$ cat src/rtl/val2_shift_unit.sv
// Iterative ARM second-operand (val2) shifter for the EXE stage.
// Shifts STEP bits per cycle behind valid/ready handshakes and produces the shifter carry-out.
module val2_shift_unit #(
    parameter int WIDTH = 32,
    parameter int STEP  = 4
) (
    input  logic             clk,
    input  logic             rst_n,
    input  logic             in_valid,
    output logic             in_ready,
    input  logic [WIDTH-1:0] val_rm,
    input  logic             imm,
    input  logic [11:0]      shift_operand,
    input  logic             is_memory_ins,
    input  logic             carry_in,
    output logic             out_valid,
    input  logic             out_ready,
    output logic [WIDTH-1:0] val2,
    output logic             carry_out,
    output logic             busy
);

    typedef enum logic [1:0] {
        IDLE  = 2'd0,
        SHIFT = 2'd1,
        DONE  = 2'd2
    } state_t;

    typedef enum logic [2:0] {
        MODE_LSL = 3'd0,
        MODE_LSR = 3'd1,
        MODE_ASR = 3'd2,
        MODE_ROR = 3'd3,
        MODE_RRX = 3'd4
    } mode_t;

    localparam logic [31:0] WIDTH_L = WIDTH;
    localparam logic [5:0]  STEP_L  = 6'(STEP);

    state_t            r_state;
    mode_t             r_mode;
    logic [WIDTH-1:0]  r_data;
    logic [5:0]        r_remaining;
    logic              r_carry;
    logic              r_immRot;

    logic [WIDTH-1:0]  w_decData;
    logic [5:0]        w_decCount;
    mode_t             w_decMode;
    logic              w_decImmRot;

    logic [5:0]        w_n;
    logic [31:0]       w_nExt;
    logic [WIDTH-1:0]  w_lslOut;
    logic [WIDTH-1:0]  w_lowOut;
    logic [WIDTH-1:0]  w_shData;
    logic              w_shCarry;

    assign in_ready = (r_state == IDLE);
    assign busy     = (r_state != IDLE);

    // Operand decode: memory offset beats immediate, which beats register-shift form.
    always_comb begin
        w_decData   = val_rm;
        w_decCount  = 6'd0;
        w_decMode   = MODE_LSL;
        w_decImmRot = 1'b0;
        if (is_memory_ins) begin
            w_decData = {{(WIDTH-12){1'b0}}, shift_operand};
        end else if (imm) begin
            w_decData   = {{(WIDTH-8){1'b0}}, shift_operand[7:0]};
            w_decMode   = MODE_ROR;
            w_decCount  = {1'b0, shift_operand[11:8], 1'b0};
            w_decImmRot = (shift_operand[11:8] != 4'd0);
        end else begin
            case (shift_operand[6:5])
                2'b00: begin
                    w_decMode  = MODE_LSL;
                    w_decCount = {1'b0, shift_operand[11:7]};
                end
                2'b01: begin
                    w_decMode  = MODE_LSR;
                    w_decCount = (shift_operand[11:7] == 5'd0) ? 6'd32 : {1'b0, shift_operand[11:7]};
                end
                2'b10: begin
                    w_decMode  = MODE_ASR;
                    w_decCount = (shift_operand[11:7] == 5'd0) ? 6'd32 : {1'b0, shift_operand[11:7]};
                end
                default: begin
                    if (shift_operand[11:7] == 5'd0) begin
                        w_decMode  = MODE_RRX;
                        w_decCount = 6'd1;
                    end else begin
                        w_decMode  = MODE_ROR;
                        w_decCount = {1'b0, shift_operand[11:7]};
                    end
                end
            endcase
        end
    end

    assign w_n    = (r_remaining > STEP_L) ? STEP_L : r_remaining;
    assign w_nExt = {26'd0, w_n};

    // One shift step of n bits; carry is the last bit to leave the register.
    always_comb begin
        w_lslOut  = r_data >> (WIDTH_L - w_nExt);
        w_lowOut  = r_data >> (w_nExt - 32'd1);
        w_shData  = r_data;
        w_shCarry = r_carry;
        case (r_mode)
            MODE_LSL: begin
                w_shData  = r_data << w_nExt;
                w_shCarry = w_lslOut[0];
            end
            MODE_LSR: begin
                w_shData  = r_data >> w_nExt;
                w_shCarry = w_lowOut[0];
            end
            MODE_ASR: begin
                w_shData  = $signed(r_data) >>> w_nExt;
                w_shCarry = w_lowOut[0];
            end
            MODE_ROR: begin
                w_shData  = (r_data >> w_nExt) | (r_data << (WIDTH_L - w_nExt));
                w_shCarry = w_lowOut[0];
            end
            MODE_RRX: begin
                w_shData  = {r_carry, r_data[WIDTH-1:1]};
                w_shCarry = r_data[0];
            end
            default: begin
                w_shData  = r_data;
                w_shCarry = r_carry;
            end
        endcase
    end

    // Result registers load on the first DONE cycle and then hold until the consumer takes them.
    always_ff @(posedge clk or negedge rst_n) begin
        if (!rst_n) begin
            r_state     <= IDLE;
            r_mode      <= MODE_LSL;
            r_data      <= '0;
            r_remaining <= 6'd0;
            r_carry     <= 1'b0;
            r_immRot    <= 1'b0;
            val2        <= '0;
            carry_out   <= 1'b0;
            out_valid   <= 1'b0;
        end else begin
            case (r_state)
                IDLE: begin
                    if (in_valid) begin
                        r_data      <= w_decData;
                        r_remaining <= w_decCount;
                        r_mode      <= w_decMode;
                        r_carry     <= carry_in;
                        r_immRot    <= w_decImmRot;
                        r_state     <= (w_decCount == 6'd0) ? DONE : SHIFT;
                    end
                end
                SHIFT: begin
                    r_data      <= w_shData;
                    r_carry     <= w_shCarry;
                    r_remaining <= r_remaining - w_n;
                    if (r_remaining == w_n) begin
                        r_state <= DONE;
                    end
                end
                DONE: begin
                    if (!out_valid) begin
                        out_valid <= 1'b1;
                        val2      <= r_data;
                        carry_out <= r_immRot ? r_data[31] : r_carry;
                    end else if (out_ready) begin
                        out_valid <= 1'b0;
                        r_state   <= IDLE;
                    end
                end
                default: begin
                    r_state <= IDLE;
                end
            endcase
        end
    end

endmodule

$ cat config.mk
export PLATFORM = sky130hd
export DESIGN_NAME = val2_shift_unit
export DESIGN_NICKNAME = d
export VERILOG_FILES = /design/src/rtl/val2_shift_unit.sv
export SDC_FILE = /design/constraint.sdc
export NUM_CORES = 1
export LEC_CHECK = 0
export CAP_MARGIN = 20
export CORE_UTILIZATION = 45
export DETAILED_ROUTE_END_ITERATION = 7
export GPL_TIMING_DRIVEN = 0
export PLACE_DENSITY_LB_ADDON = 0.15
export SLEW_MARGIN = 25
export SYNTH_ARGS = -nofsm -noshare
export SYNTH_HDL_FRONTEND = slang
export SYNTH_SLANG_ARGS = --single-unit
export TNS_END_PERCENT = 30
$ cat constraint.sdc
create_clock -name clk -period 9.1 [get_ports clk]
set_input_delay 0.91 -clock clk [delete_from_list [all_inputs] [get_ports clk]]
set_output_delay 0.91 -clock clk [all_outputs]
set_load 0.005 [all_outputs]
# [After elaboration in Yosys (flattened, before gate mapping)]
# Index checks and enable logic that the tools add are counted.
[word_totals] out_inout_bits=36 inputBits=51 wordCells=83 reg_bits=79
[op_classes] muxes=31 shifts=6 order_cmp=1 bitwise=2 addsub=3 eq_ne=15 n_reduce_logical=16
[ops] cell="$pmux 32 s5" count=1
[ops] cell="$mux 32" count=3
[ops] cell="$pmux 32 s2" count=1
[ops] cell="$shr 32x32->1" count=2
[ops] cell="$or 32x32->32" count=1
[ops] cell="$shl 32x32->32" count=1
[ops] cell="$shl 32x6->32" count=1
[ops] cell="$shr 32x6->32" count=1
[ops] cell="$sshr 32x6->32" count=1
[ops] cell="$mux 6" count=5
[ops] cell="$pmux 6 s2" count=2
[ops] cell="$mux 2" count=5
[ops] cell="$mux 3" count=3
[ops] cell="$pmux 3 s3" count=1
[ops] cell="$ne 2x2->1 const B" count=4
[ops] cell="$sub 6x1->7 const B" count=1
[ops] cell="$sub 6x6->7 const A" count=1
[ops] cell="$eq 3x2->1 const B" count=2
[ops] cell="$eq 6x6->1" count=1
[ops] cell="$gt 6x3->1 const B" count=1
[ops] cell="$logic_not 6->1" count=1
[ops] cell="$mux 1" count=6
[ops] cell="$ne 6x1->1 const B" count=1
[ops] cell="$pmux 2 s3" count=1
[ops] cell="other kinds (20)" count=27

# [Logic depth before layout (Yosys ltp)]
[depth] word_depth=9 mapped_depth=16

# [Worst setup path after synthesis]
# Ideal clock, no wire load.
[synth_path] kind="reg-to-reg" from="reg r_remaining[4]" to="reg r_data[10]" setup_ns=0.124 synth_period_minus_slack_ns=3.412 stages_incl_launch_ff=14 setup_slack_ns=5.688 required_ns=8.976 arrival_time_ns=3.288 cell_sequence="dfrtp_1 -> or4_4 -> buf_6 -> nor2_8 -> inv_6 -> buf_4 -> buf_2 -> ha_1 -> clkbuf_1 -> clkbuf_1 -> o21ai_0 -> a21boi_0 -> a211o_1 -> o31a_1"
[synth_via] elab_chain_cells=7 word_cells_on_any_way=10 cone_classes="add/sub: 1; order compare: 1; shift: 4; mux: 3; bitwise: 1"
[synth_rtl] element="start: declaration" line_no="43" source="logic [5:0] r_remaining;"
[synth_rtl] element="start signal: assignment" line_no="156" source="r_remaining <= w_decCount;"
[synth_rtl] element="start signal: assignment" line_no="166" source="r_remaining <= r_remaining - w_n;"
[synth_rtl] element="$gt 6x3->1" line_no="102" source="assign w_n = (r_remaining > STEP_L) ? STEP_L : r_remaining;"
[synth_rtl] element="$mux 6 (*)" line_no="102"
[synth_rtl] element="$sub 6x6->7" line_no="125" source="w_shData = (r_data >> w_nExt) | (r_data << (WIDTH_L - w_nExt));"
[synth_rtl] element="$shl 32x32->32" line_no="125"
[synth_rtl] element="$or 32x32->32" line_no="125"
[synth_rtl] element="$pmux 32 s5 (*)" line_no="111" source="case (r_mode)"
[synth_rtl] element="$pmux 32 s2 (*)" line_no="152" source="case (r_state)"
[synth_rtl] element="end signal: assignment" line_no="155" source="r_data <= w_decData;"
[synth_rtl] element="end signal: assignment" line_no="164" source="r_data <= w_shData;"
[synth_rtl] element="end: declaration" line_no="42" source="logic [WIDTH-1:0] r_data;"
# Mark *: on every way between the ends. The rest lies on a longest branch, timed or not.
# A chain may end at the register's enable or synchronous reset.

# [Worst setup path in the final report]
[layout_path] from="reg r_remaining[0]" to="reg r_data[9]"
# The elaborated chain is that of the path after synthesis.

==> flow_summary_export.csv <==
group,metric,value,unit
setup_path,crit_chain,"clkbuf_1 -> inv_1 -> nor2_8 -> inv_6 -> buf_4 -> buf_2 -> ha_1 -> clkbuf_1 -> clkbuf_1 -> clkbuf_1 -> nor2_1 -> a221oi_1 -> a221oi_1",
yosys,seq_area_frac_synth,25.2,%
setup_path,crit_family,"buffers and inverters",
setup_path,r2r-start,"r_remaining[0]",
pwr,p_leak,3.49,nW
die,initial_core_util,46.7,%
timing,fin_hold_ws,0.425,ns
yosys,synth_edf_count,0,
setup_path,r2r-end,"r_data[9]",
run_status,violations,"DRC",
timing,worst_pin_slew,1.10,ns
cts,cts.path.max_buffers,2,
cts,cts_setup_buffers,0,
placed_design,dp_hpwl,31000,µm
detailed_routing,routedWlPerCell,35.0,µm
run_status,status,"finished, violations left",
yosys,synth_area_per_cell,8.28,µm²
setup_path,crit_top_cell,"clkbuf_1",
cts,cts_htree_levels,3,
pwr,internal_power,0.00169,W
placed_design,dpl_worst_slack,4.30,ns
pwr,power_frac_comb,72.4,%
timing,drv_slew,0,
die,die_w,134,µm
finish,final_cell_area,9390,µm²
pwr,power_frac_clock,11.3,%
die,row_count,47,
pwr,p_seq_share,16.3,%
pwr,sw_frac_of_total,56.6,%
yosys,synth_cell_type_count,79,
grt,grt_pass1_vias,9258,
setup_path,r2r_slack,3.94,ns
grt,grt_pass1_wl,63400,µm
yosys,synth_largest_area_cell,"dfrtp_1",
yosys,syn-instance-count,948,
pwr,powerDensity,413,nW/µm²
yosys,synth_nets,1005,
setup_path,critical_path.max_stage_delay,0.64,ns
setup_path,reg2regPathDepth,13,
setup_path,crit_type,"flip-flop to flip-flop",
grt,grt_start_max_net_pins,49,
timing,slew_headroom,26.7,%
detailed_routing,viasPerCell,7.68,
cts,clock-sinks,79,
finish,drive_gt1_share,12.5,%
yosys,ys_seq_elements,79,
detailed_routing,drt_iter0_markers,2218,
grt,antenna_found_initial,1,
setup_path,crit_slowest_cell,"clkbuf_1",
cts,cts.clk_slew.worst_paths,0.08,ns
yosys,yosys_warnings,0,
cts,cts_hold_buf,0,
cts,tritoncts,"yes",
yosys,synth_ff_type,"dfrtp_1",
timing,totalNegativeSetupSlack,0,ns
setup_path,cp_max_fo,10,
grt,grt.total_usage,49.9,%
setup_path,arrival,5.37,ns
timing,period_needed,5.16,ns
detailed_routing,drc_errors,7,
timing,hold_violations,0,
setup_path,crit_path_start_kind,"flip-flop",
placed_design,placed_area,9040,µm²
die,ios,87,
yosys,syn-cell-area,7850,µm²
timing,clock_skew,0.0115,ns
timing,layout_setup_ws,3.94,ns
yosys,netlist_top_cells_area,"dfrtp_1 25%, mux4_2 7.7%, a21oi_1 6.8%",
grt,grt.overflow.total,0,
yosys,async_reset_ff_share,100,%
detailed_routing,ant_nets,0,
timing,max_freq,194,MHz
detailed_routing,via_count,9776,
setup_path,critPathCaptureType,"flip-flop",
die,die_area,18000,µm²
timing,rsz0062_at_grt,"false",
finish,synthToLayoutAreaGrowth,19.6,%
cts,cts_root_buf,"clkbuf_16",
die,coreArea,16800,µm²
die,die_y,134,µm
setup_path,critPathRequiredTime,9.31,ns
detailed_routing,postRouteWirelength,44600,µm
pwr,p_switching,0.00219,W
placed_design,port_buffers,86,
cts,cts_buffers,9,
setup_path,path_buf_inv,8,
timing,fin_crit_sh,56.7,%
placed_design,gp_congestion,1.12,
yosys,synth_top_cell_area_share,25.2,%
min_path,worst_hold_path_type,"input pin to asynchronous set/reset pin",
detailed_routing,dr.pass1.iters,8,
timing,finalSetupViolCount,0,
job,drv_cap,0,
pwr,vdd_drop_max,191,µV
cts,cts_resized,0,
finish,nets,1104,
yosys,synthTopCellsByCount,"106 x a21oi_1, 95 x clkbuf_1, 88 x nand2_1",
yosys,synth_most_common_cell,"a21oi_1",
cts,insertion_delay,0.37,ns
==> power by group through the flow <==
stage               registers (W)  logic (W)  clock network (W)
detailed placement       0.000629    0.00259                  0
CTS                      0.000624    0.00260           0.000430
global placement         0.000621    0.00261                  0
finish                   0.000633    0.00281           0.000438
global route             0.000645    0.00285           0.000441
floorplan                0.000600    0.00154                  0
==> logic make-up after synthesis <==
group | Yosys count | synth area share [%]
AO/OA/AOI/OAI | 361 | 30.1
multiplexers | 108 | 20.5
buffers and inverters | 136 | 7.38
other | 1 | 0.0478
adder cells (fa/ha/maj) | 6 | 0.956
flip-flops | 79 | 25.2
XOR/XNOR | 3 | 0.335
AND/OR/NAND/NOR | 254 | 15.4
==> cell type report <==
cell class                 instances  area, µm²
fill                            1666       7430
multi-input combinational        733       5320
sequential                        79       1980
timing repair buffer              88        897
buffer                           119        510
tap                              220        275
clock buffer                      10        239
clock inverter                     6       93.8
inverter                          17       68.8
antenna                            1       2.50
==> per-layer routing <==
layer	vias to the layer above	routed length [µm]	global-route usage, %
met5	-	13	0
met4	2	3530	34.4
met3	283	7500	23.6
met2	1049	17300	66.5
met1	4631	16300	63.0
li1	3811	-	-
==> worst max-delay path by stage <==
stage,end,cells after the start,from
after floorplan,r_data[10],13,r_remaining[4]
after global placement,val2[11],1,rst_n
after detailed placement,r_data[9],13,r_remaining[0]
after CTS,r_data[9],13,r_remaining[0]
after global routing,r_data[13],13,r_remaining[2]
final,r_data[9],13,r_remaining[0]
==> through the flow <==
| stage | util (%) | instances | power (W) |
|---|---|---|---|
| after floorplan | - | 948 | 0.00214 |
| after global placement | 53.4 | 1254 | 0.00323 |
| after detailed placement | 53.8 | 1256 | 0.00321 |
| after CTS | 55.7 | 1272 | 0.00365 |
| after global routing | 55.8 | 1272 | 0.00393 |
| final | 55.8 | 1273 | 0.00388 |
==> layout by cell type (no fill, tap or decap), drive strengths merged, types with 6 or more instances in the layout <==
cell type	netlist	layout
mux4	35	35
a31oi	20	20
a22oi	7	7
clkbuf	95	105
mux2	45	45
nand3	22	22
a211o	9	9
inv	17	17
o21ai	76	76
clkdlybuf4s50	0	85
dfrtp	79	79
mux2i	28	28
nor3b	6	6
buf	24	27
ha	6	6
o211ai	11	11
a211oi	30	30
a21oi	108	108
and3	12	12
nor2b	9	9
a221oi	21	21
a21o	6	6
a311oi	6	6
o22ai	9	9
nand2	88	88
nor3	16	16
nor2	70	70
==> state kept, by name, indices dropped and copies added (netlist names) <==
| name | cells |
|---|---|
| carry_out | 1 |
| out_valid | 1 |
| val2 | 32 |
| r_carry | 1 |
| r_immRot | 1 |
| r_state | 2 |
| r_data | 32 |
| r_remaining | 6 |
| r_mode | 3 |
Note: power is estimated with default switching activity, not from simulation.
